==> src/rtl/led_ctrl_pkg.sv <==
// Shared types and constants for the LED sweep controller.
// Holds the state and opcode encodings plus the brightness step size.
package led_ctrl_pkg;

    typedef enum logic [1:0] {
        ST_IDLE  = 2'd0,
        ST_FILL  = 2'd1,
        ST_DRAIN = 2'd2,
        ST_LOAD  = 2'd3
    } state_e;

    localparam logic [1:0] OP_STOP       = 2'd0;
    localparam logic [1:0] OP_RUN        = 2'd1;
    localparam logic [1:0] OP_SET_PERIOD = 2'd2;
    localparam logic [1:0] OP_SET_ALL    = 2'd3;

    localparam int LEVEL_STEP = 32;
    localparam int N_LEDS     = 8;

endpackage

==> src/rtl/led_sweep_ctrl_if.sv <==
// Command channel from the remote decoder: valid/ready handshake with opcode and operand.
interface led_sweep_ctrl_if;
    logic       cmd_valid;
    logic       cmd_ready;
    logic [1:0] cmd_op;
    logic [7:0] cmd_arg;

    modport master (output cmd_valid, output cmd_op, output cmd_arg, input cmd_ready);
    modport slave  (input cmd_valid, input cmd_op, input cmd_arg, output cmd_ready);
endinterface

==> src/rtl/led_sweep_ctrl_pwm_bank.sv <==
// Eight-entry brightness register file with one write port and a shared
// free-running PWM counter; each LED output is registered.
module pwm_bank
    import led_ctrl_pkg::*;
(
    input  logic       clk,
    input  logic       rst,
    input  logic       we,
    input  logic [2:0] idx,
    input  logic [7:0] val,
    output logic [7:0] leds
);

    logic [7:0] bright_q [N_LEDS];
    logic [7:0] bright_d [N_LEDS];
    logic [7:0] pwm_cnt_q, pwm_cnt_d;
    logic [7:0] leds_q, leds_d;

    always_comb begin
        bright_d  = bright_q;
        pwm_cnt_d = pwm_cnt_q + 8'd1;
        leds_d    = '0;
        if (we) begin
            bright_d[idx] = val;
        end
        // Strict compare: level 0 never lights, level 255 misses one slot of 256.
        for (int i = 0; i < N_LEDS; i++) begin
            leds_d[i] = (pwm_cnt_q < bright_q[i]);
        end
    end

    always_ff @(posedge clk) begin
        if (rst) begin
            for (int i = 0; i < N_LEDS; i++) begin
                bright_q[i] <= '0;
            end
            pwm_cnt_q <= '0;
            leds_q    <= '0;
        end else begin
            bright_q  <= bright_d;
            pwm_cnt_q <= pwm_cnt_d;
            leds_q    <= leds_d;
        end
    end

    assign leds = leds_q;

endmodule

==> src/rtl/led_sweep_ctrl.sv <==
// Host-commanded LED sequencer: timed fill/drain sweep, freeze, programmable
// step period and bulk brightness load, feeding the PWM bank.
module led_sweep_ctrl
    import led_ctrl_pkg::*;
#(
    parameter int CLK_FREQ       = 25_000_000,
    parameter int UNIT_TICKS     = CLK_FREQ / 100,
    parameter int DEFAULT_PERIOD = 200
) (
    input  logic                   clk,
    input  logic                   rst,
    led_sweep_ctrl_if.slave        cmd,
    output logic [7:0]             leds,
    output logic                   busy,
    output logic [1:0]             phase,
    output logic [2:0]             step_idx
);

    localparam int TICK_W = (UNIT_TICKS > 1) ? $clog2(UNIT_TICKS) : 1;
    localparam logic [TICK_W-1:0] TICK_LAST = TICK_W'(UNIT_TICKS - 1);

    localparam logic [1:0] S_IDLE  = ST_IDLE;
    localparam logic [1:0] S_FILL  = ST_FILL;
    localparam logic [1:0] S_DRAIN = ST_DRAIN;
    localparam logic [1:0] S_LOAD  = ST_LOAD;

    logic [1:0]        state_q, state_d;
    logic [2:0]        step_idx_q, step_idx_d;
    logic [7:0]        period_q, period_d;
    logic [TICK_W-1:0] tick_cnt_q, tick_cnt_d;
    logic [7:0]        unit_cnt_q, unit_cnt_d;
    logic [7:0]        load_lvl_q, load_lvl_d;
    logic [2:0]        load_idx_q, load_idx_d;

    logic       accept, running, tick_wrap, step_evt;
    logic [7:0] eff_period;
    logic       wr_en;
    logic [2:0] wr_idx;
    logic [7:0] wr_val;

    function automatic logic [7:0] sat_level(input logic [8:0] v);
        return (v > 9'd255) ? 8'd255 : v[7:0];
    endfunction

    assign cmd.cmd_ready = (state_q != S_LOAD);
    assign accept        = cmd.cmd_valid & cmd.cmd_ready;
    assign running       = (state_q == S_FILL) || (state_q == S_DRAIN);
    assign eff_period    = (period_q == 8'd0) ? 8'd1 : period_q;
    assign tick_wrap     = (tick_cnt_q == TICK_LAST);
    assign step_evt      = running && tick_wrap && (unit_cnt_q == eff_period - 8'd1);

    always_comb begin
        state_d    = state_q;
        step_idx_d = step_idx_q;
        period_d   = period_q;
        tick_cnt_d = tick_cnt_q;
        unit_cnt_d = unit_cnt_q;
        load_lvl_d = load_lvl_q;
        load_idx_d = load_idx_q;
        wr_en      = 1'b0;
        wr_idx     = step_idx_q;
        wr_val     = '0;

        if (running) begin
            tick_cnt_d = tick_wrap ? '0 : tick_cnt_q + TICK_W'(1);
            if (step_evt) begin
                unit_cnt_d = '0;
            end else if (tick_wrap) begin
                unit_cnt_d = unit_cnt_q + 8'd1;
            end
        end

        // Every accepted command restarts the period and pre-empts a coincident step.
        if (accept) begin
            tick_cnt_d = '0;
            unit_cnt_d = '0;
            case (cmd.cmd_op)
                OP_STOP:       state_d = S_IDLE;
                OP_RUN:        if (state_q == S_IDLE) state_d = S_FILL;
                OP_SET_PERIOD: period_d = cmd.cmd_arg;
                default: begin
                    load_lvl_d = cmd.cmd_arg;
                    load_idx_d = '0;
                    state_d    = S_LOAD;
                end
            endcase
        end else if (step_evt) begin
            wr_en      = 1'b1;
            wr_val     = (state_q == S_FILL)
                       ? sat_level(9'((9'(step_idx_q) + 9'd1) * 9'(LEVEL_STEP)))
                       : 8'd0;
            step_idx_d = step_idx_q + 3'd1;
            if (step_idx_q == 3'd7) begin
                state_d = (state_q == S_FILL) ? S_DRAIN : S_FILL;
            end
        end else if (state_q == S_LOAD) begin
            wr_en      = 1'b1;
            wr_idx     = load_idx_q;
            wr_val     = load_lvl_q;
            load_idx_d = load_idx_q + 3'd1;
            if (load_idx_q == 3'd7) begin
                step_idx_d = '0;
                state_d    = S_IDLE;
            end
        end
    end

    always_ff @(posedge clk) begin
        if (rst) begin
            state_q    <= S_IDLE;
            step_idx_q <= '0;
            period_q   <= 8'(DEFAULT_PERIOD);
            tick_cnt_q <= '0;
            unit_cnt_q <= '0;
            load_lvl_q <= '0;
            load_idx_q <= '0;
        end else begin
            state_q    <= state_d;
            step_idx_q <= step_idx_d;
            period_q   <= period_d;
            tick_cnt_q <= tick_cnt_d;
            unit_cnt_q <= unit_cnt_d;
            load_lvl_q <= load_lvl_d;
            load_idx_q <= load_idx_d;
        end
    end

    pwm_bank u_pwm (
        .clk  (clk),
        .rst  (rst),
        .we   (wr_en),
        .idx  (wr_idx),
        .val  (wr_val),
        .leds (leds)
    );

    assign busy     = (state_q != S_IDLE);
    assign phase    = state_q;
    assign step_idx = step_idx_q;

endmodule
==> src/flat_wrapper.sv <==
// flat-port wrapper written by rule: the top's interface ports become plain ports
module led_sweep_ctrl_flat import led_ctrl_pkg::*;
#(
    parameter int CLK_FREQ       = 25_000_000,
    parameter int UNIT_TICKS     = CLK_FREQ / 100,
    parameter int DEFAULT_PERIOD = 200
)
  (clk, rst, leds, busy, phase, step_idx, cmd_cmd_valid, cmd_cmd_op, cmd_cmd_arg, cmd_cmd_ready);
  led_sweep_ctrl_if cmd_i ();
  input  logic clk;
  input  logic rst;
  output logic [7:0] leds;
  output logic busy;
  output logic [1:0] phase;
  output logic [2:0] step_idx;
  input wire logic [$bits(cmd_i.cmd_valid)-1:0] cmd_cmd_valid;
  input wire logic [$bits(cmd_i.cmd_op)-1:0] cmd_cmd_op;
  input wire logic [$bits(cmd_i.cmd_arg)-1:0] cmd_cmd_arg;
  output wire logic [$bits(cmd_i.cmd_ready)-1:0] cmd_cmd_ready;
  assign cmd_i.cmd_valid = cmd_cmd_valid;
  assign cmd_i.cmd_op = cmd_cmd_op;
  assign cmd_i.cmd_arg = cmd_cmd_arg;
  assign cmd_cmd_ready = cmd_i.cmd_ready;
  led_sweep_ctrl #(.CLK_FREQ(CLK_FREQ), .UNIT_TICKS(UNIT_TICKS), .DEFAULT_PERIOD(DEFAULT_PERIOD)) u_core (.clk(clk), .rst(rst), .cmd(cmd_i), .leds(leds), .busy(busy), .phase(phase), .step_idx(step_idx));
endmodule
==> config.mk <==
export PLATFORM = sky130hd
export DESIGN_NAME = led_sweep_ctrl_flat
export DESIGN_NICKNAME = d
export VERILOG_FILES = /design/src/rtl/led_ctrl_pkg.sv /design/src/rtl/led_sweep_ctrl_if.sv /design/src/rtl/led_sweep_ctrl_pwm_bank.sv /design/src/rtl/led_sweep_ctrl.sv /design/src/flat_wrapper.sv
export SDC_FILE = /design/constraint.sdc
export NUM_CORES = 1
export LEC_CHECK = 0
export BUFFER_PORTS_ARGS = -buffer_cell sky130_fd_sc_hd__buf_2
export CAP_MARGIN = 10
export CORE_ASPECT_RATIO = 0.8
export CORE_MARGIN = 1.5
export CORE_UTILIZATION = 60
export DETAILED_ROUTE_END_ITERATION = 16
export PLACE_DENSITY = 0.78
export RECOVER_POWER = 100
export SYNTH_ARGS = -nofsm -noshare
export SYNTH_HDL_FRONTEND = slang
export SYNTH_HIERARCHICAL = 1
export SYNTH_SLANG_ARGS = --single-unit
==> constraint.sdc <==
create_clock -name clk -period 4.95 [get_ports clk]
set_input_delay 0.495 -clock clk [delete_from_list [all_inputs] [get_ports clk]]
set_output_delay 0.495 -clock clk [all_outputs]
set_load 0.05 [all_outputs]
==> impl_table.tex, run 1 <==
\begin{tabular}{lr}
\hline
Metric & Value \\
\hline
\multicolumn{2}{l}{\textbf{Status}} \\
Status & complete, but fails checks \\
Violations in the final reports & max-capacitance violations, max-slew violations \\
\multicolumn{2}{l}{\textbf{Yosys}} \\
Fraction of the yosys area taken by sequential cells & 37.4\% \\
Synthesis Warnings & 6 \\
Avg Synthesized Cell Area & roughly 8.7 µm² \\
Number of synthesized flops with an enable pin & 0 \\
Library cells used by synthesis & 62 \\
Area share of the largest cell type after synthesis & between 30 and 40\% \\
Top cells by area in the synthesized netlist & sky130\_fd\_sc\_hd\_\_dfxtp\_1, sky130\_fd\_sc\_hd\_\_ha\_1, sky130\_fd\_sc\_hd\_\_nand2\_1, sky130\_fd\_sc\_hd\_\_mux2i\_1, sky130\_fd\_sc\_hd\_\_a21oi\_1 \\
Count of state elements after synthesis & 130 \\
Post-Synthesis Cells & $\sim$800 \\
Leading cell types by count after synthesis & sky130\_fd\_sc\_hd\_\_dfxtp\_1, sky130\_fd\_sc\_hd\_\_nand2\_1, sky130\_fd\_sc\_hd\_\_nor2\_1, sky130\_fd\_sc\_hd\_\_ha\_1, sky130\_fd\_sc\_hd\_\_a21oi\_1 \\
Cell taking the most area after synthesis & sky130\_fd\_sc\_hd\_\_dfxtp\_1 \\
Commonest register cell after synthesis & sky130\_fd\_sc\_hd\_\_dfxtp\_1 \\
Cell area after synthesis & 6960 µm² \\
Most repeated cell in the gate-level netlist after synthesis & sky130\_fd\_sc\_hd\_\_dfxtp\_1 \\
Synthesized netlist net count & 879 \\
Asr flop ratio synth & 0\% \\
\multicolumn{2}{l}{\textbf{CTS}} \\
Total number of H-tree levels & 4 \\
Clock latency on the worst-skew pair & 410 ps \\
Clock-pin slew of the registers on the worst-case setup and hold paths & 50 ps \\
Number of instances resized during post-cts repair & 0 \\
CTS tree & done \\
CTS Buf Count & 17 \\
Post-CTS setup buffers & 0 \\
Clock tree root buffer cell & sky130\_fd\_sc\_hd\_\_clkbuf\_16 \\
Worst-case clock buffer depth & 2 \\
Clock tree sinks & 130 \\
Hold buffer count at CTS & 0 \\
\multicolumn{2}{l}{\textbf{STA}} \\
Worst clock skew & 5.74 ps \\
Total count of max-transition violations in the final report & 112 \\
Period utilization & 88.9\% \\
Transition time at the pin with the least slew margin & 2700 ps \\
Unrepaired setup endpoints after global routing & false \\
Sum of negative setup slack & 0 ps \\
\# setup viols final & 0 \\
Slew headroom & -80.2\% \\
Shortest period the worst path allows & 4400 ps \\
Hold Vio Cnt, Final & 0 \\
Maximum operating frequency & 227 MHz \\
\multicolumn{2}{l}{\textbf{Worst hold path}} \\
Min-delay worst type & in2reg \\
Source of the worst hold timing path & cmd\_cmd\_arg[7] \\
Hold path depth & 2 \\
End point of the worst hold path & u\_core/period\_q[7]\$\_SDFFE\_PP1P\_ \\
\multicolumn{2}{l}{\textbf{Floorplan}} \\
Placement Rows & 34 \\
Die area & 12300 µm² \\
Core area & 11100 µm² \\
Top-level I/O count & 28 \\
Starting Density & a little over three fifths \\
Width of the chip & 123 µm \\
DIE HEIGHT & slightly below 100 µm \\
\multicolumn{2}{l}{\textbf{Critical path}} \\
Cell-by-cell listing of the critical path & nor4\_1, a21oi\_1, ha\_1, and2\_0, a211o\_2, a21oi\_1, a2111o\_1, nor2\_4, nor2\_1, buf\_4, mux2\_2, and4bb\_1, mux2i\_1, nor2\_1 \\
CP max stage delay & 630 ps \\
Startpoint type of the worst setup path & flop \\
Arrival time at the worst endpoint & 4600 ps \\
Worst-path cell with the longest stage delay & sky130\_fd\_sc\_hd\_\_and4bb\_1 \\
Required time of the worst setup path & 5140 ps \\
Critical path fanouts, max & 14 \\
Launching point of the worst reg2reg path & u\_core/period\_q[2]\$\_SDFFE\_PP0P\_ \\
Crit Reg-Reg Endpoint & u\_core/u\_pwm/bright\_q[55]\$\_SDFFE\_PP0P\_ \\
Slack of the worst reg-to-reg path & 550 ps \\
Critical Path End Type & flop \\
Kind of cell adding the most delay to the critical path & simple AND/OR/NAND/NOR gates \\
Category of the critical setup timing path & reg2reg \\
Combined buffer and inverter count along the critical path & 1 \\
Number of cells on the critical path & 14 \\
Cells on worst reg2reg path & 14 \\
\multicolumn{2}{l}{\textbf{Power and ir drop}} \\
Switching power share of the total & 23.3\% \\
Relative contribution of the clock network to total power & 48.2\% \\
Maximum resistive drop on vdd & 0.000249 V \\
Sequential share of power & 45.2\% \\
Leakage power & between 2 and 3 nW \\
Cell area power density & 316 nW/µm² \\
Internal power of the cells & 1.84 mW \\
Post-route total power & 2.40 mW \\
Fraction of power consumed by combinational cells & 6.7\% \\
NetSw & $\sim$560 µW \\
\multicolumn{2}{l}{\textbf{Drt}} \\
DRC violation count after routing & 0 \\
Number of detailed-route iterations in the first pass & 5 \\
Antenna-violating nets left & 0 \\
Detailed-route via count & between 5000 and 6000 \\
WL/cell & 16.7 µm \\
Number of DRC markers in iteration 0 & 399 \\
Final wirelength & 16100 µm \\
Via-to-Cell Ratio & 5.90 \\
\multicolumn{2}{l}{\textbf{Cells and area}} \\
Layout cell share with drive strength beyond 1 & roughly 7.9\% \\
Combined flip-flop and latch cell area & 2600 µm² \\
Number of inserted filler cells in the final layout & 855 \\
Layout area overhead & 9.14\% \\
Fraction of the core area covered by cells at the end of the flow & 68.7\% \\
Final Net Count & just under 900 \\
Total inserted antenna cells & 0 \\
Non-filler cells, final & 968 \\
Multi-input combinational cell area & around 3900 µm² \\
Post-layout instance area & 7590 µm² \\
\multicolumn{2}{l}{\textbf{Place}} \\
Number of port buffers & 27 \\
Final RePlAce weighted congestion & 0.946 \\
Instance area at placement & around 7000 µm² \\
Cells after DPL & 937 \\
Total half-perimeter wirelength after legalization and detailed placement & 11200 µm \\
\multicolumn{2}{l}{\textbf{GRT}} \\
Global-route usage over all layers & 28.0\% \\
Pin count of the biggest net entering global routing & 66 \\
Wire length of the first global-routing pass & 26500 µm \\
Number of antenna violations at the first check in global routing & 0 \\
Number of global-route vias before repair & 5528 \\
Remaining global-route overflow & 0 \\
\multicolumn{2}{l}{\textbf{Job}} \\
Max-Cap Viols & 2 \\
\hline
\end{tabular}
flip-flops by register name, indices dropped and copies added (netlist names):
register	count
u_core/load_lvl_q	8
u_core/unit_cnt_q	8
u_core/u_pwm/leds	8
u_core/phase	2
u_core/step_idx	3
u_core/period_q	8
u_core/u_pwm/pwm_cnt_q	8
u_core/load_idx_q	3
u_core/u_pwm/bright_q	64
u_core/tick_cnt_q	18
how the worst max path moves through the flow:
stage / from / slack, ps / end
2_1_floorplan: u_core/period_q[2]$_SDFFE_PP0P_ / 1220 / u_core/u_pwm/bright_q[40]$_SDFFE_PP0P_
3_5_place_dp: u_core/period_q[2]$_SDFFE_PP0P_ / 670 / u_core/u_pwm/bright_q[24]$_SDFFE_PP0P_
4_1_cts: u_core/period_q[2]$_SDFFE_PP0P_ / 680 / u_core/u_pwm/bright_q[24]$_SDFFE_PP0P_
5_1_grt: u_core/period_q[2]$_SDFFE_PP0P_ / 120 / u_core/u_pwm/bright_q[47]$_SDFFE_PP0P_
3_3_place_gp: u_core/period_q[2]$_SDFFE_PP0P_ / 930 / u_core/u_pwm/bright_q[62]$_SDFFE_PP0P_
6_report: u_core/period_q[2]$_SDFFE_PP0P_ / 550 / u_core/u_pwm/bright_q[55]$_SDFFE_PP0P_
area by class of cell:
class	count	share of cell area [%]
Multi-Input combinational cell	566	51.0
Sequential cell	130	34.3
Clock buffer	26	6.44
Inverter	65	3.21
Tap cell	144	2.37
Timing Repair Buffer	32	1.96
Clock inverter	5	0.692
through the flow:
| step | setup WS (ps) | hold WS, ps |
|---|---|---|
| finish | 549 | 304 |
| global route | 123 | 308 |
| CTS | 677 | 294 |
| detailed placement | 673 | 448 |
| global placement | 931 | 438 |
| floorplan | 1220 | 431 |
logic make-up after synthesis:
kind of cell / after synthesis / synth area share (%)
XOR/XNOR: 31 / 3.90
flip-flops: 130 / 37.4
AO/OA/AOI/OAI: 137 / 13.1
AND/OR/NAND/NOR: 291 / 21.1
buffers and inverters: 103 / 6.60
multiplexers: 40 / 5.84
adder cells (fa/ha/maj): 67 / 12.0
per-layer routing:
| metal | track usage [%] | routed length (µm) | vias up |
|---|---|---|---|
| li1 | - | - | 2793 |
| met1 | 36.0 | 7220 | 2705 |
| met2 | 45.6 | 7670 | 182 |
| met3 | 6.82 | 981 | 27 |
| met4 | 10.5 | 271 | 0 |
| met5 | 0 | 0 | - |
cell usage in the layout (no fill, tap or decap), drive strengths merged, types with 5 or more instances in the layout:
master,instances
a21bo,5
nor3b,9
nand4,12
mux2,5
dfxtp,130
nor2b,12
mux2i,35
o21ai,17
ha,67
and3,6
nand3,11
a21oi,66
nor2,75
a2111oi,8
buf,15
xnor2,11
or3,8
nor3,7
inv,65
clkbuf,43
a211oi,8
o2111a,8
xor2,20
nand4b,5
nand2,117
o211ai,8
power groups by stage:
stage / logic (mW) / registers (mW) / clock network [mW]
after floorplan: 0.101 / 1.12 / 0
after global placement: 0.157 / 1.10 / 0
final: 0.160 / 1.08 / 1.16
after CTS: 0.165 / 1.08 / 1.17
after detailed placement: 0.164 / 1.10 / 0
after global routing: 0.175 / 1.08 / 1.22
No activity file was read; power rests on OpenSTA's default activity.
==> inputs of run 2 (changes only) <==
- clock period: 4.95 -> 5.14 ns (I/O delays scaled with it)
==> run 2 against run 1 <==
  * Non-clock buffer count stayed put
  * Cell count rose by 0.10%
  * Sequential cell count did not move
  * Sequential share of layout area hardly changed
  * Global-route usage shrank 0.49 points
  * Highest routed layer unchanged
  * Total power fell by 1.3%
  * The run still ends with max-capacitance violations, max-slew violations left
  * Largest cell class unchanged
  * Register-to-register slack improved by 130 ps
  * Via count decreased by 1.9%
  * Core utilization grew 0.079 points
  * Cell area rose by 0.12%
  * Sequential power shrank 4%
==> impl_table.tex, run 2 (synthesis gave the netlist of run 1 again) <==
\begin{tabular}{lr}
\hline
Metric & Value \\
\hline
\multicolumn{2}{l}{\textbf{CTS}} \\
Total number of H-tree levels & 4 \\
Clock tree sinks & between 100 and 150 \\
Clock tree root buffer cell & sky130\_fd\_sc\_hd\_\_clkbuf\_16 \\
Worst-case clock buffer depth & 2 \\
Clock latency on the worst-skew pair & $\sim$420 ps \\
Post-CTS setup buffers & 0 \\
Number of instances resized during post-cts repair & 0 \\
Hold buffer count at CTS & 0 \\
CTS Buf Count & 17 \\
CTS tree & done \\
Clock-pin slew of the registers on the worst-case setup and hold paths & 50 ps \\
\multicolumn{2}{l}{\textbf{STA}} \\
Shortest period the worst path allows & 4460 ps \\
\# setup viols final & 0 \\
Post-route worst hold slack & 326 ps \\
Hold Vio Cnt, Final & 0 \\
Worst clock skew & around 8.1 ps \\
Maximum operating frequency & about 220 MHz \\
Period utilization & 86.7\% \\
Total count of max-transition violations in the final report & 112 \\
Sum of negative setup slack & 0 ps \\
Transition time at the pin with the least slew margin & 2440 ps \\
Unrepaired setup endpoints after global routing & false \\
Slew headroom & -62.6\% \\
\multicolumn{2}{l}{\textbf{Drt}} \\
Detailed-route via count & 5598 \\
Via-to-Cell Ratio & 5.78 \\
Final wirelength & about 16000 µm \\
Number of DRC markers in iteration 0 & $\sim$460 \\
Antenna-violating nets left & 0 \\
Number of detailed-route iterations in the first pass & 5 \\
WL/cell & 16.3 µm \\
DRC violation count after routing & 0 \\
\multicolumn{2}{l}{\textbf{Cells and area}} \\
Most frequent standard cell in the layout excluding fill and tap cells & sky130\_fd\_sc\_hd\_\_dfxtp\_1 \\
Most used cells in the layout excluding fill and tap cells & sky130\_fd\_sc\_hd\_\_dfxtp\_1, sky130\_fd\_sc\_hd\_\_nand2\_1, sky130\_fd\_sc\_hd\_\_nor2\_1, sky130\_fd\_sc\_hd\_\_ha\_1, sky130\_fd\_sc\_hd\_\_a21oi\_1 \\
Final Net Count & 892 \\
Largest Register & u\_core/u\_pwm/bright\_q \\
Layout cell share with drive strength beyond 1 & 7.52\% \\
Flip-flop count of the largest register after layout & 64 \\
Total inserted antenna cells & 0 \\
Largest registers & u\_core/u\_pwm/bright\_q x64, u\_core/tick\_cnt\_q x18 \\
Layout area overhead & 9.26\% \\
Non-filler cells, final & 969 \\
\multicolumn{2}{l}{\textbf{GRT}} \\
Wire length of the first global-routing pass & 26100 µm \\
Remaining global-route overflow & 0 \\
Global-route usage over all layers & between 20\% and 30\% \\
Number of global-route vias before repair & $\sim$5300 \\
Number of antenna violations at the first check in global routing & 0 \\
Pin count of the biggest net entering global routing & 60 \\
\multicolumn{2}{l}{\textbf{Critical path}} \\
Cell-by-cell listing of the critical path & nor4\_1, a21oi\_1, ha\_1, or4bb\_1, a221oi\_1, nand4\_1, a2111o\_1, nor2\_1, nor2\_1, buf\_4, mux2\_2, and4bb\_1, mux2i\_1, nor2\_1 \\
Launching point of the worst reg2reg path & u\_core/period\_q[2]\$\_SDFFE\_PP0P\_ \\
Arrival time at the worst endpoint & 4660 ps \\
Required time of the worst setup path & 5340 ps \\
Critical path fanouts, max & 14 \\
CP max stage delay & 620 ps \\
Combined buffer and inverter count along the critical path & 1 \\
Critical Path End Type & flop \\
Startpoint type of the worst setup path & flop \\
Category of the critical setup timing path & reg2reg \\
Crit path from & u\_core/period\_q[2]\$\_SDFFE\_PP0P\_ \\
Cell repeated most along the worst path & sky130\_fd\_sc\_hd\_\_nor2\_1 \\
Kind of cell adding the most delay to the critical path & simple AND/OR/NAND/NOR gates \\
Worst-path cell with the longest stage delay & sky130\_fd\_sc\_hd\_\_and4bb\_1 \\
\multicolumn{2}{l}{\textbf{Floorplan}} \\
Core area & 11100 µm² \\
Placement Rows & 34 \\
Top-level I/O count & 28 \\
Width of the chip & 123 µm \\
DIE HEIGHT & between 90 and 100 µm \\
Starting Density & between 60\% and 70\% \\
Die area & 12300 µm² \\
\multicolumn{2}{l}{\textbf{Job}} \\
Max-Cap Viols & 2 \\
\multicolumn{2}{l}{\textbf{Power and ir drop}} \\
Cell area power density & 311 nW/µm² \\
Maximum resistive drop on vdd & 0.000277 V \\
Leakage power & 2.68 nW \\
\multicolumn{2}{l}{\textbf{Worst hold path}} \\
Min-delay worst type & in2reg \\
Source of the worst hold timing path & cmd\_cmd\_arg[7] \\
\multicolumn{2}{l}{\textbf{Place}} \\
Final RePlAce weighted congestion & 0.937 \\
Cells after DPL & 937 \\
Total half-perimeter wirelength after legalization and detailed placement & roughly 11000 µm \\
Number of port buffers & 27 \\
\multicolumn{2}{l}{\textbf{Status}} \\
Status & complete, but fails checks \\
Violations in the final reports & max-capacitance violations, max-slew violations \\
\hline
\end{tabular}
-- run 2: changes by cell type in the layout (fill, tap and decap cells not counted), sizes merged --
cell	delta
bufinv	+1
clkbuf	+2
clkinv	-2
-- run 2: final cells by class --
class	count	area, µm²
clock inverters	4	72.6
flip-flops and latches	130	2600
well taps	144	180
fillers	838	3460
inverters	65	244
repair buffers	32	149
clock buffers	28	497
multi-input cells	566	3860
-- run 2: final timing paths --
check | to | slack [ps] | cells past startpoint
worst max register to register | u_core/u_pwm/bright_q[30]$_SDFFE_PP0P_ | 680 | 14
worst max-delay path | u_core/u_pwm/bright_q[30]$_SDFFE_PP0P_ | 680 | 14
worst min register to register | u_core/u_pwm/bright_q[18]$_SDFFE_PP0P_ | 450 | 2
worst min-delay path | u_core/period_q[7]$_SDFFE_PP1P_ | 330 | 2
-- run 2: metrics by stage --
| step | power, mW | cell area (µm²) | util [%] | setup slack [ps] |
|---|---|---|---|---|
| 6_report | 2.37 | 7600 | 68.7 | 684 |
| 3_5_place_dp | 1.22 | 7100 | 64.2 | 938 |
| 5_1_grt | 2.44 | 7600 | 68.7 | 346 |
| 3_3_place_gp | 1.21 | 7100 | 64.2 | 1120 |
| 4_1_cts | 2.38 | 7670 | 69.3 | 883 |
| 2_1_floorplan | 1.18 | 6960 | - | 1410 |
-- run 2: worst register-to-register path: cells and delay by family, from the launching register on --
| kind | cells | cell delay (ps) |
|---|---|---|
| simple gates | 7 | 1760 |
| mux | 2 | 670 |
| compound gates | 3 | 890 |
| flops | 1 | 440 |
| fa+ha+maj | 1 | 290 |
| buf+inv | 1 | 200 |
-- run 2: report_power, final --
group,total (mW),switching [mW],internal (mW)
sequential,1.04,0.0190,1.02
clock,1.17,0.421,0.752
combinational,0.152,0.102,0.0503
total,2.37,0.542,1.83
-- run 2: per-layer routing --
layer  global-route usage, %  part of all wire (%)
met2                    44.0                    47
met1                    37.0                    47
met4                    11.7                   1.7
met3                    4.30                   4.3
met5                       0                     0
